**config.mk**
```make
export PLATFORM = sky130hd
export DESIGN_NAME = xfer_tbl_loader_flat
export DESIGN_NICKNAME = d
export VERILOG_FILES = /design/src/rtl/xfer_tbl_loader_if.sv /design/src/rtl/xfer_tbl_loader.sv /design/src/flat_wrapper.sv
export SDC_FILE = /design/constraint.sdc
export NUM_CORES = 1
export LEC_CHECK = 0
export ABC_CLOCK_PERIOD_IN_PS = 2200
export BUFFER_PORTS_ARGS = -buffer_cell sky130_fd_sc_hd__buf_4
export CELL_PAD_IN_SITES_DETAIL_PLACEMENT = 0
export CELL_PAD_IN_SITES_GLOBAL_PLACEMENT = 2
export CORE_ASPECT_RATIO = 1.5
export CORE_MARGIN = 1.5
export CORE_UTILIZATION = 32
export DETAILED_ROUTE_END_ITERATION = 8
export PLACE_DENSITY_LB_ADDON = 0.1
export SKIP_LAST_GASP = 1
export SLEW_MARGIN = 20
export SYNTH_ARGS = -nofsm -noshare
export SYNTH_HDL_FRONTEND = slang
export SYNTH_SLANG_ARGS = --single-unit
```
**constraint.sdc**
```tcl
create_clock -name sys_clk_50m -period 2.2 [get_ports sys_clk_50m]
set_clock_uncertainty 0.05 [all_clocks]
set_input_delay 0.55 -clock sys_clk_50m [delete_from_list [all_inputs] [get_ports sys_clk_50m]]
set_output_delay 0.55 -clock sys_clk_50m [all_outputs]
set_load 0.02 [all_outputs]
```
**src/rtl/xfer_tbl_loader_if.sv**
```systemverilog
// Download-stream, control and xfer-buffer write-port signals of the xfer table loader.
// master = download/control side, slave = the loader.
interface xfer_tbl_loader_if #(
  parameter int unsigned ADDR_W = 18,
  parameter int unsigned CNT_W  = 15
);
  logic              load_start;
  logic [ADDR_W-1:0] tbl_base;
  logic [ADDR_W-1:0] tbl_max_len;
  logic              move_busy;
  logic              ld_valid;
  logic [7:0]        ld_data;
  logic              ld_last;
  logic              ld_ready;
  logic              xfer_buf_wren;
  logic [ADDR_W-1:0] xfer_buf_waddr;
  logic [7:0]        xfer_buf_wdata;
  logic              load_busy;
  logic              load_done;
  logic [1:0]        load_err;
  logic [CNT_W-1:0]  load_entry_cnt;

  modport master (
    output load_start, tbl_base, tbl_max_len, move_busy, ld_valid, ld_data, ld_last,
    input  ld_ready, xfer_buf_wren, xfer_buf_waddr, xfer_buf_wdata,
           load_busy, load_done, load_err, load_entry_cnt
  );

  modport slave (
    input  load_start, tbl_base, tbl_max_len, move_busy, ld_valid, ld_data, ld_last,
    output ld_ready, xfer_buf_wren, xfer_buf_waddr, xfer_buf_wdata,
           load_busy, load_done, load_err, load_entry_cnt
  );
endinterface

```
**src/rtl/xfer_tbl_loader.sv**
```systemverilog
// Writes a downloaded stream of 6-byte move descriptors into one xfer buffer region.
// Optional trailing checksum byte: define XFER_LOAD_CSUM_EN.
module xfer_tbl_loader #(
  parameter int unsigned ENTRY_BYTES = 6,
  parameter int unsigned ADDR_W      = 18,
  parameter int unsigned CNT_W       = 15
) (
  input logic             sys_clk_50m,
  input logic             sys_rst_n,
  xfer_tbl_loader_if.slave bus_if
);

  localparam int unsigned BIE_W = (ENTRY_BYTES > 1) ? $clog2(ENTRY_BYTES) : 1;
  localparam logic [BIE_W-1:0] BIE_LAST = BIE_W'(ENTRY_BYTES - 1);
  localparam logic [1:0] ERR_OK   = 2'b00;
  localparam logic [1:0] ERR_MIS  = 2'b01;
  localparam logic [1:0] ERR_OVF  = 2'b10;
  localparam logic [1:0] ERR_CSUM = 2'b11;

  typedef enum logic [1:0] {S_IDLE, S_LOAD, S_DRAIN, S_DONE} state_e;

  state_e            state_q, state_d;
  logic [ADDR_W-1:0] base_q, base_d;
  logic [ADDR_W-1:0] max_len_q, max_len_d;
  logic [ADDR_W-1:0] offset_q, offset_d;
  logic [BIE_W-1:0]  bie_q, bie_d;
  logic [7:0]        sum_q, sum_d;
  logic [CNT_W-1:0]  cnt_q, cnt_d;
  logic [1:0]        err_q, err_d;
  logic              busy_q, busy_d;
  logic              done_q, done_d;
  logic              wren_q, wren_d;
  logic [ADDR_W-1:0] waddr_q, waddr_d;
  logic [7:0]        wdata_q, wdata_d;

  logic             ld_ready_c;
  logic             csum_byte_c;
  logic             csum_bad_c;
  logic [BIE_W-1:0] bie_inc_c;

`ifdef XFER_LOAD_CSUM_EN
  assign csum_byte_c = bus_if.ld_last;
`else
  assign csum_byte_c = 1'b0;
`endif
  assign csum_bad_c = (bus_if.ld_data != sum_q);
  assign bie_inc_c  = (bie_q == BIE_LAST) ? '0 : bie_q + BIE_W'(1);

  // State and output registers
  always_ff @(posedge sys_clk_50m or negedge sys_rst_n) begin
    if (!sys_rst_n) begin
      state_q   <= S_IDLE;
      base_q    <= '0;
      max_len_q <= '0;
      offset_q  <= '0;
      bie_q     <= '0;
      sum_q     <= '0;
      cnt_q     <= '0;
      err_q     <= ERR_OK;
      busy_q    <= 1'b0;
      done_q    <= 1'b0;
      wren_q    <= 1'b0;
      waddr_q   <= '0;
      wdata_q   <= '0;
    end else begin
      state_q   <= state_d;
      base_q    <= base_d;
      max_len_q <= max_len_d;
      offset_q  <= offset_d;
      bie_q     <= bie_d;
      sum_q     <= sum_d;
      cnt_q     <= cnt_d;
      err_q     <= err_d;
      busy_q    <= busy_d;
      done_q    <= done_d;
      wren_q    <= wren_d;
      waddr_q   <= waddr_d;
      wdata_q   <= wdata_d;
    end
  end

  // Next-state and output decode
  always_comb begin
    state_d    = state_q;
    base_d     = base_q;
    max_len_d  = max_len_q;
    offset_d   = offset_q;
    bie_d      = bie_q;
    sum_d      = sum_q;
    cnt_d      = cnt_q;
    err_d      = err_q;
    busy_d     = busy_q;
    done_d     = 1'b0;
    wren_d     = 1'b0;
    waddr_d    = waddr_q;
    wdata_d    = wdata_q;
    ld_ready_c = 1'b0;

    unique case (state_q)
      S_IDLE: begin
        if (bus_if.load_start) begin
          base_d    = bus_if.tbl_base;
          max_len_d = bus_if.tbl_max_len;
          offset_d  = '0;
          bie_d     = '0;
          sum_d     = '0;
          cnt_d     = '0;
          err_d     = ERR_OK;
          busy_d    = 1'b1;
          state_d   = S_LOAD;
        end
      end

      S_LOAD: begin
        ld_ready_c = !bus_if.move_busy;
        if (bus_if.ld_valid && ld_ready_c) begin
          if (csum_byte_c) begin
            // Checksum byte is never written; alignment counts only preceding bytes.
            err_d   = (bie_q != '0) ? ERR_MIS : (csum_bad_c ? ERR_CSUM : ERR_OK);
            busy_d  = 1'b0;
            done_d  = 1'b1;
            state_d = S_DONE;
          end else if (offset_q == max_len_q) begin
            err_d = ERR_OVF;
            if (bus_if.ld_last) begin
              busy_d  = 1'b0;
              done_d  = 1'b1;
              state_d = S_DONE;
            end else begin
              state_d = S_DRAIN;
            end
          end else begin
            wren_d   = 1'b1;
            waddr_d  = base_q + offset_q;
            wdata_d  = bus_if.ld_data;
            offset_d = offset_q + ADDR_W'(1);
            bie_d    = bie_inc_c;
            sum_d    = sum_q + bus_if.ld_data;
            if (bie_q == BIE_LAST) cnt_d = cnt_q + CNT_W'(1);
            if (bus_if.ld_last) begin
              err_d   = (bie_inc_c != '0) ? ERR_MIS : ERR_OK;
              busy_d  = 1'b0;
              done_d  = 1'b1;
              state_d = S_DONE;
            end
          end
        end
      end

      S_DRAIN: begin
        ld_ready_c = 1'b1;
        if (bus_if.ld_valid && bus_if.ld_last) begin
          busy_d  = 1'b0;
          done_d  = 1'b1;
          state_d = S_DONE;
        end
      end

      S_DONE: begin
        state_d = S_IDLE;
      end

      default: state_d = S_IDLE;
    endcase
  end

  assign bus_if.ld_ready       = ld_ready_c;
  assign bus_if.xfer_buf_wren  = wren_q;
  assign bus_if.xfer_buf_waddr = waddr_q;
  assign bus_if.xfer_buf_wdata = wdata_q;
  assign bus_if.load_busy      = busy_q;
  assign bus_if.load_done      = done_q;
  assign bus_if.load_err       = err_q;
  assign bus_if.load_entry_cnt = cnt_q;

endmodule
```
**src/flat_wrapper.sv**
```systemverilog
// flat-port wrapper written by rule: the top's interface ports become plain ports
module xfer_tbl_loader_flat 
#(
  parameter int unsigned ENTRY_BYTES = 6,
  parameter int unsigned ADDR_W      = 18,
  parameter int unsigned CNT_W       = 15
)
  (sys_clk_50m, sys_rst_n, bus_if_load_start, bus_if_tbl_base, bus_if_tbl_max_len, bus_if_move_busy, bus_if_ld_valid, bus_if_ld_data, bus_if_ld_last, bus_if_ld_ready, bus_if_xfer_buf_wren, bus_if_xfer_buf_waddr, bus_if_xfer_buf_wdata, bus_if_load_busy, bus_if_load_done, bus_if_load_err, bus_if_load_entry_cnt);
  xfer_tbl_loader_if #(.ADDR_W(ADDR_W), .CNT_W(CNT_W)) bus_if_i ();
  input logic sys_clk_50m;
  input logic sys_rst_n;
  input wire logic [$bits(bus_if_i.load_start)-1:0] bus_if_load_start;
  input wire logic [$bits(bus_if_i.tbl_base)-1:0] bus_if_tbl_base;
  input wire logic [$bits(bus_if_i.tbl_max_len)-1:0] bus_if_tbl_max_len;
  input wire logic [$bits(bus_if_i.move_busy)-1:0] bus_if_move_busy;
  input wire logic [$bits(bus_if_i.ld_valid)-1:0] bus_if_ld_valid;
  input wire logic [$bits(bus_if_i.ld_data)-1:0] bus_if_ld_data;
  input wire logic [$bits(bus_if_i.ld_last)-1:0] bus_if_ld_last;
  output wire logic [$bits(bus_if_i.ld_ready)-1:0] bus_if_ld_ready;
  output wire logic [$bits(bus_if_i.xfer_buf_wren)-1:0] bus_if_xfer_buf_wren;
  output wire logic [$bits(bus_if_i.xfer_buf_waddr)-1:0] bus_if_xfer_buf_waddr;
  output wire logic [$bits(bus_if_i.xfer_buf_wdata)-1:0] bus_if_xfer_buf_wdata;
  output wire logic [$bits(bus_if_i.load_busy)-1:0] bus_if_load_busy;
  output wire logic [$bits(bus_if_i.load_done)-1:0] bus_if_load_done;
  output wire logic [$bits(bus_if_i.load_err)-1:0] bus_if_load_err;
  output wire logic [$bits(bus_if_i.load_entry_cnt)-1:0] bus_if_load_entry_cnt;
  assign bus_if_i.load_start = bus_if_load_start;
  assign bus_if_i.tbl_base = bus_if_tbl_base;
  assign bus_if_i.tbl_max_len = bus_if_tbl_max_len;
  assign bus_if_i.move_busy = bus_if_move_busy;
  assign bus_if_i.ld_valid = bus_if_ld_valid;
  assign bus_if_i.ld_data = bus_if_ld_data;
  assign bus_if_i.ld_last = bus_if_ld_last;
  assign bus_if_ld_ready = bus_if_i.ld_ready;
  assign bus_if_xfer_buf_wren = bus_if_i.xfer_buf_wren;
  assign bus_if_xfer_buf_waddr = bus_if_i.xfer_buf_waddr;
  assign bus_if_xfer_buf_wdata = bus_if_i.xfer_buf_wdata;
  assign bus_if_load_busy = bus_if_i.load_busy;
  assign bus_if_load_done = bus_if_i.load_done;
  assign bus_if_load_err = bus_if_i.load_err;
  assign bus_if_load_entry_cnt = bus_if_i.load_entry_cnt;
  xfer_tbl_loader #(.ENTRY_BYTES(ENTRY_BYTES), .ADDR_W(ADDR_W), .CNT_W(CNT_W)) u_core (.sys_clk_50m(sys_clk_50m), .sys_rst_n(sys_rst_n), .bus_if(bus_if_i));
endmodule
```
Word level (Yosys, flattened, before mapping)
Cells that the tools add are included.

$add $sub $neg: 4. Multiply operators: 0. Divide/modulo/power cells: 0. $lt $le $gt $ge: 0. Equality and inequality tests: 12. Shifts and indexed selects: 0. Muxes and demuxes: 40. Bitwise logic cells: 1. Reductions and logical operators: 14.

Operators by type and width (count): two-way mux 15 bit (4); two-way mux 18 bit (3); case mux 18 bit (2 select lines) (1); case mux 15 bit (2 select lines) (1); adder 18 x 1 -> 18 bit, second input constant (1); adder 18 bit (1); == test 18 bit (1); two-way mux 2 bit (9); adder 15 x 1 -> 15 bit, second input constant (1); two-way mux 1 bit (12); two-way mux 3 bit (4); AND reduction 4 bit (3); AND reduction 5 bit (2); case mux 2 bit (4 select lines) (1); != test 2 x 1 -> 1 bit, second input constant (3); != test 2 bit, second input constant (3); case mux 3 bit (2 select lines) (1); nonzero test 3 bit (2); == test 2 bit, second input constant (2); case mux 1 bit (2 select lines) (2); case mux 2 bit (2 select lines) (1); adder 3 x 1 -> 3 bit, second input constant (1); == test 3 bit, second input constant (1); != test 3 x 2 -> 1 bit, second input constant (1); 9 further kinds (10).

Bits in registers: 105. Latch bits: 0. RAM bits: 0. Memory bits (read-only): 0. Bits of input ports: 50. Output and inout port bits: 47. Logic and storage cells: 83. Memories: 0.

Logic depth before layout (Yosys ltp)
Gate-level depths: netlist of run 1.

Word-level depth: 8. Gate-level depth with buffers: 12. Mapped depth without buffers: 9.

Least setup slack after synthesis of run 1
No wires, ideal clock.

Path type: reg2reg. From: register u_core.offset_q[0]. To: register u_core.waddr_q[10], in the netlist u_core.bus_if.xfer_buf_waddr[10]. Setup time: 0.125 ns. Arrival: 2.080 ns. Required time: 2.025 ns. Setup slack: -0.055 ns. Stages on the path, launching flop included: 10. Path buffers: 0. Clock period less this slack: 2.255 ns. Cells stage by stage: dfrtp_1 ha_1 inv_1 fa_1 nor2b_1 o31a_1 o21ai_0 o21ba_2 xnor2_1 mux2_2.

Cells in the longest elaborated chain, start to end: 3. Elaborated cells between the ends (all ways): 4. Those cells by class: add/sub: 1; eq/ne: 1; bitwise: 1; reduce/logical: 1.

RTL lines: start, declared (RTL line xfer_tbl_loader.sv:25) `logic [ADDR_W-1:0] offset_q, offset_d;`; start signal, assigned (RTL line xfer_tbl_loader.sv:69) `offset_q <= offset_d;`; parallel branches: the longest is 3 deep, another holds adder 18 bit; end signal, assigned (RTL line xfer_tbl_loader.sv:77) `waddr_q <= waddr_d;`; end, declared (RTL line xfer_tbl_loader.sv:33) `logic [ADDR_W-1:0] waddr_q, waddr_d;`.

Parallel ways; which one is timed is not known. A chain may end at the register's enable or synchronous reset.

Final worst setup path of run 1
From: register u_core.offset_q[0]. To: register u_core.waddr_q[6], in the netlist u_core.bus_if.xfer_buf_waddr[6].

The elaborated chain is that of the path after synthesis.

==> flow_summary.toml, run 1 <==
[clocking]
htreeDepth = 3
cts.clk_slew.worst_paths_ns = 0.07
clockBufferDepth = 2
root_buffer = "clkbuf_16"
cts_tree = "built"
clock_sinks = 105
clock_latency_ns = 0.35
cts_buffers = 9
postCtsHoldBufs = 0

[cells_and_area]
syn_to_final_growth_pct = 48.8
diodes = 0
final_nets = 803
final_layout_size_suffix_gt1_frac = 0.493

[routing]
post_drt_wl_per_cell_um = 17.4
routed_wl_um = 16500
viasPerCell = 5.09
drtAntennaViolNets = 0
post-route-drc-count = 0
vias = 4811
dr.pass1.iters = 4
dr.first_iter.drc_count = 118

[critical_path]
startpoint_type = "flip-flop"
slowest_delay_ns = 0.39
worstRegToRegCells = 10
critical_path_class = "reg -> reg"
path_cells = "ha_2 > inv_2 > fa_2 > nor2b_2 > o31a_1 > buf_4 > o21a_1 > nor2_1 > xnor2_1 > mux2_2"
crit_fanout = 3
slowest_stage = "dfrtp_1"
worstPathArrival_ns = 2.41
worstSetupEndpointType = "flip-flop"
crit_required_ns = 2.39
r2r_slack_ns = -0.02

[timing]
tightest_slew_ns = 0.586
setup_violations = 5
drv_slew = 0
fmax_mhz = 450
finalHoldViolCount = 0
rsz0062_at_grt = "true"
fin_crit_sh = 1.01
slew_headroom = 0.608
period_needed_ns = 2.22
hold_ws_ns = 0.0524
fin_ws_ns = -0.0215

[status]
violations = "setup timing"
status = "finished, violations left"

[grt]
grt_use_total = 0.171
grt_start_max_net_pins = 53
grt_overflow = 0
grt_pass1_wl_um = 25200
grt_pass1_vias = 4951
antenna_found_initial = 0

[hold_path]
min_path_type = "in -> async"

[die]
die_area_um2 = 18500
core_area_um2 = 17300
die_y_um = 166
start_util = 0.326
die-width_um = 112
placementRows = 59
io_pins = 97

[power_and_ir_drop]
ir_worst_vdd_mv = 0.548
cellLeakagePower_nw = 3.76
fin_total_pwr_mw = 9.96
powerDensity_nw_per_um2 = 1180

[logic_synthesis]
yosysTopAreaCellShare = 0.464
synth_top_area_cell = "dfrtp_1"
syn-num-nets = 616
synth_area_per_cell_um2 = 10.5
postSynthCellCount = 541
synth_edf_count = 0
yosys_register_bits = 105
synth_cell_types = 54
synth_area_leaders = "dfrtp_1 (46%), mux2_2 (11%), ha_1 (5.3%), xor2_1 (3.6%), a21oi_1 (3.4%)"
syn_area_um2 = 5660
synth_ff_type = "dfrtp_1"
synth.yosys.seq_area_share = 0.464
async_reset_ff_frac = 1.00
synth_warnings = 0

[place]
place_ws_ns = -0.171
dp_hpwl_um = 11200
portBuffers = 96
place.gp.congestion = 0.767

[flow_run]
cap_violations = 0
==> cell families after synthesis <==
group / share of synthesized area
xor+xnor: 0.0542
fa+ha+maj: 0.0566
simple gates: 0.137
flops: 0.464
mux: 0.121
buf+inv: 0.0303
compound gates: 0.137
==> power breakdown <==
part	total, mW	leakage, nW	internal (mW)	switching, mW
registers	3.23	1.31	2.64	0.592
clock network	1.66	0.142	0.941	0.720
logic	5.07	2.31	2.68	2.39
total	9.96	3.76	6.26	3.70
==> final cells by class <==
cell class,instances,area [um^2]
clock buffer,13,260
clock inverter,2,37.5
fill,1685,8930
inverter,19,71.3
multi-input combinational,395,3450
sequential,105,2640
tap,213,267
timing repair buffer,198,1700
==> worst max-delay path, delay by kind of cell (launching register included) <==
family / cells / cell delay [ns]
compound gates: 2 / 0.39
xor+xnor: 1 / 0.11
fa+ha+maj: 2 / 0.54
buf+inv: 2 / 0.21
flops: 1 / 0.39
mux: 1 / 0.25
simple gates: 2 / 0.19
==> cell usage after synthesis (3+ instances only) <==
master / count
nor3_1: 4
inv_1: 18
dfrtp_1: 105
mux2i_1: 4
o21a_1: 6
o22ai_1: 3
or3_1: 14
nor2b_1: 3
and3_1: 8
nand3_1: 18
o21ai_0: 25
nand3b_1: 4
nor2_1: 22
and2_1: 5
nand4_1: 4
buf_2: 7
a21o_1: 5
o211ai_1: 5
nand2_1: 46
o31ai_1: 9
xnor2_1: 12
a31oi_1: 5
ha_1: 24
o221ai_1: 4
nor4_1: 6
mux2_2: 57
xor2_1: 23
clkbuf_1: 13
nand2b_1: 4
or4_1: 10
a21oi_1: 39
==> flip-flops by register name, summed over array words and instances, names as in the netlist, 2 cells and up <==
| register | cells |
|---|---|
| u_core.bus_if.xfer_buf_wdata | 8 |
| u_core.bus_if.load_err | 2 |
| u_core.base_q | 18 |
| u_core.state_q | 2 |
| u_core.bus_if.load_entry_cnt | 15 |
| u_core.offset_q | 18 |
| u_core.max_len_q | 18 |
| u_core.bus_if.xfer_buf_waddr | 18 |
| u_core.bie_q | 3 |
==> placed cells by master (no fill, tap or decap), drive strengths merged, types with 10 or more instances in the layout <==
| cell type | synthesis | routed |
|---|---|---|
| dfrtp | 105 | 105 |
| o21ai | 26 | 26 |
| or3 | 14 | 14 |
| nor2 | 22 | 22 |
| or4 | 10 | 10 |
| inv | 19 | 19 |
| xnor2 | 12 | 12 |
| a21oi | 39 | 39 |
| xor2 | 23 | 23 |
| mux2 | 57 | 57 |
| ha | 24 | 24 |
| nand2 | 46 | 46 |
| clkbuf | 14 | 18 |
| buf | 8 | 193 |
| nand3 | 18 | 18 |
==> routing by layer <==
metal	track usage	vias up	wire length, um
met5	0	-	0
met4	0.0644	0	283
met3	0.0285	15	492
met2	0.311	75	9190
met1	0.199	2394	6510
li1	-	2327	-
==> stage by stage <==
step | utilization | std cells | setup TNS (ns) | cell area [um^2]
floorplan | - | 541 | -0.0344 | 5660
global placement | 0.414 | 900 | -1.40 | 7170
detailed placement | 0.414 | 900 | -1.86 | 7170
CTS | 0.446 | 925 | -0.164 | 7740
global route | 0.485 | 945 | -2.32 | 8420
finish | 0.485 | 945 | -0.0830 | 8420
==> what timing repair did <==
item,4_1_cts,5_1_grt
resized for setup,29,111
pin swaps,19,40
cloned,2,5
buffers inserted,8,17
setup endpoints to repair,51,57
==> final timing paths <==
kind,to,start
worst max-delay path,u_core.bus_if.xfer_buf_waddr[6]$_DFFE_PN0P_,u_core.offset_q[0]$_DFFE_PN0P_
worst min-delay path,u_core.bus_if.xfer_buf_waddr[16]$_DFFE_PN0P_,sys_rst_n
worst max register to register,u_core.bus_if.xfer_buf_waddr[6]$_DFFE_PN0P_,u_core.offset_q[0]$_DFFE_PN0P_
worst min register to register,u_core.bus_if.xfer_buf_wdata[7]$_DFFE_PN0P_,u_core.bus_if.xfer_buf_wdata[7]$_DFFE_PN0P_
max in group asynchronous,u_core.state_q[0]$_DFFE_PN0P_,sys_rst_n
min in group sys_clk_50m,u_core.bus_if.xfer_buf_wdata[4]$_DFFE_PN0P_,bus_if_ld_data[4]
No activity file was read; power rests on OpenSTA's default activity.
==> run 2, diff against run 1 <==
Settings changed: CORE_MARGIN 1.5 to default.
==> run 2 against run 1 <==
- non-clock buffer count fell by 12
- cell count decreased by 1.3%
- via count fell by 1.1%
- combinational power is 5.5% lower
- the run still ends with setup timing left
- setup slack worse by 0.025 ns
- highest routed layer unchanged
- final area shrank 4.1%
- register-to-register slack worse by 0.02 ns
- first-iteration DRC count is 6.8% lower
- sequential cell count stayed put
- critical path depth decreased by 1
- power shrank 2.5%
==> flow_summary.toml, run 2 (synthesized netlist as in run 1, its figures left out) <==
[die]
io_pins = 97
placementRows = 59
die_y_um = 165
core_area_um2 = 17300
die_area_um2 = 18200
die-width_um = 111
start_util = 0.326

[critical_path]
worstSetupEndpointType = "flip-flop"
rr_startpoint = "u_core.offset_q[0]$_DFFE_PN0P_"
startpoint_type = "flip-flop"
slowest_stage = "dfrtp_1"
crit_start = "u_core.offset_q[0]$_DFFE_PN0P_"
crit_buf_inv = 1
crit_fanout = 3
path_cells = "ha_2 > inv_2 > fa_2 > nor2b_2 > o31a_1 > o2111ai_4 > nand2_1 > xor2_1 > mux2_4"
critical_path_class = "reg -> reg"
crit_required_ns = 2.39
crit_family = "compound AO/OA/AOI/OAI gates"
slowest_delay_ns = 0.41
worstPathArrival_ns = 2.43

[timing]
fin_crit_sh = 1.02
fin_ws_ns = -0.0462
tightest_slew_ns = 0.601
fmax_mhz = 445
drv_slew = 0
finalHoldViolCount = 0
rsz0062_at_grt = "true"
setup_violations = 6
period_needed_ns = 2.25
slew_headroom = 0.589

[clocking]
cts_buffers = 9
clock_sinks = 105
root_buffer = "clkbuf_16"
clockBufferDepth = 2
cts.clk_slew.worst_paths_ns = 0.07
cts_tree = "built"
clock_latency_ns = 0.35
postCtsHoldBufs = 0
htreeDepth = 3

[grt]
grt_use_total = 0.173
grt_overflow = 0
grt_pass1_wl_um = 24900
antenna_found_initial = 0
grt_pass1_vias = 4911
grt_start_max_net_pins = 38

[status]
violations = "setup timing"
status = "finished, violations left"

[place]
postPlaceCellArea_um2 = 7160
dp_hpwl_um = 11300
place_ws_ns = -0.218
portBuffers = 96
place.gp.congestion = 0.800

[cells_and_area]
nFillCells = 1677
final_nets = 791
final_layout_size_suffix_gt1_frac = 0.460
syn_to_final_growth_pct = 42.7
mostFrequentLayoutCells = "buf_4 (173), dfrtp_1 (103), mux2_2 (52)"
diodes = 0
final_util = 0.466
final_cell_area_um2 = 8080
final_common_cell = "buf_4"

[power_and_ir_drop]
fin_total_pwr_mw = 9.71
powerDensity_nw_per_um2 = 1200
ir_worst_vdd_mv = 0.662
cellLeakagePower_nw = 3.66

[hold_path]
min_path_type = "in -> async"

[flow_run]
cap_violations = 0

[routing]
dr.pass1.iters = 5
vias = 4758
post-route-drc-count = 0
post_drt_wl_per_cell_um = 16.6
routed_wl_um = 15500
dr.first_iter.drc_count = 110
drtAntennaViolNets = 0
viasPerCell = 5.10
run 2: cell types whose count changed in the layout (fill, tap and decap cells not counted), sizes merged:
cell,before,now
buf,193,185
clkinv,0,2
clkbuf,18,11
bufinv,1,2
clkinvlp,1,0
inv,19,20
run 2: layout make-up:
cell class / instances / area [um^2] / share of cell area
multi-input cells: 395 / 3280 / 0.406
flip-flops and latches: 105 / 2630 / 0.326
repair buffers: 186 / 1510 / 0.187
well taps: 213 / 267 / 0.0330
clock buffers: 10 / 239 / 0.0296
clock inverters: 5 / 78.8 / 0.00976
inverters: 19 / 73.8 / 0.00914
run 2: where the power goes:
part           internal, mW  total [mW]  switching (mW)
Combinational          2.46        4.79            2.33
Sequential             2.63        3.18           0.546
Clock                  1.02        1.75           0.726
Total                  6.12        9.71            3.60
run 2: timing repair:
action / 4_1_cts / 5_1_grt
buffers inserted: 8 / 9
pin swaps: 26 / 30
cloned: 2 / 1
gates resized for setup: 37 / 63
endpoints found under the setup margin: 54 / 46
hold endpoints to repair: 0 / 0
run 2: worst paths after layout:
| kind | to | slack, ns | cells past startpoint |
|---|---|---|---|
| setup / recovery | u_core.bus_if.xfer_buf_waddr[12]$_DFFE_PN0P_ | -0.05 | 9 |
| hold / removal | u_core.base_q[12]$_DFFE_PN0P_ | 0.03 | 1 |
| setup reg to reg | u_core.bus_if.xfer_buf_waddr[12]$_DFFE_PN0P_ | -0.05 | 9 |
| hold reg to reg | u_core.bus_if.xfer_buf_wdata[5]$_DFFE_PN0P_ | 0.46 | 1 |
| max in group asynchronous | u_core.bus_if.load_err[0]$_DFFE_PN0P_ | 1.39 | 2 |
| min in group sys_clk_50m | u_core.base_q[3]$_DFFE_PN0P_ | 0.37 | 2 |
run 2: stage by stage:
stage,cells,hold slack [ns],setup TNS [ns]
2_1_floorplan,541,0.204,-0.0344
5_1_grt,933,0.0364,-1.72
6_report,933,0.0348,-0.178
4_1_cts,925,0.0313,-0.329
3_5_place_dp,900,0.416,-3.42
3_3_place_gp,900,0.409,-1.96
run 2: routing by layer:
layer / GRT usage / routed length, um
met5: 0 / 0
met4: 0.0806 / 483
met3: 0.0341 / 529
met2: 0.318 / 8310
met1: 0.191 / 6190
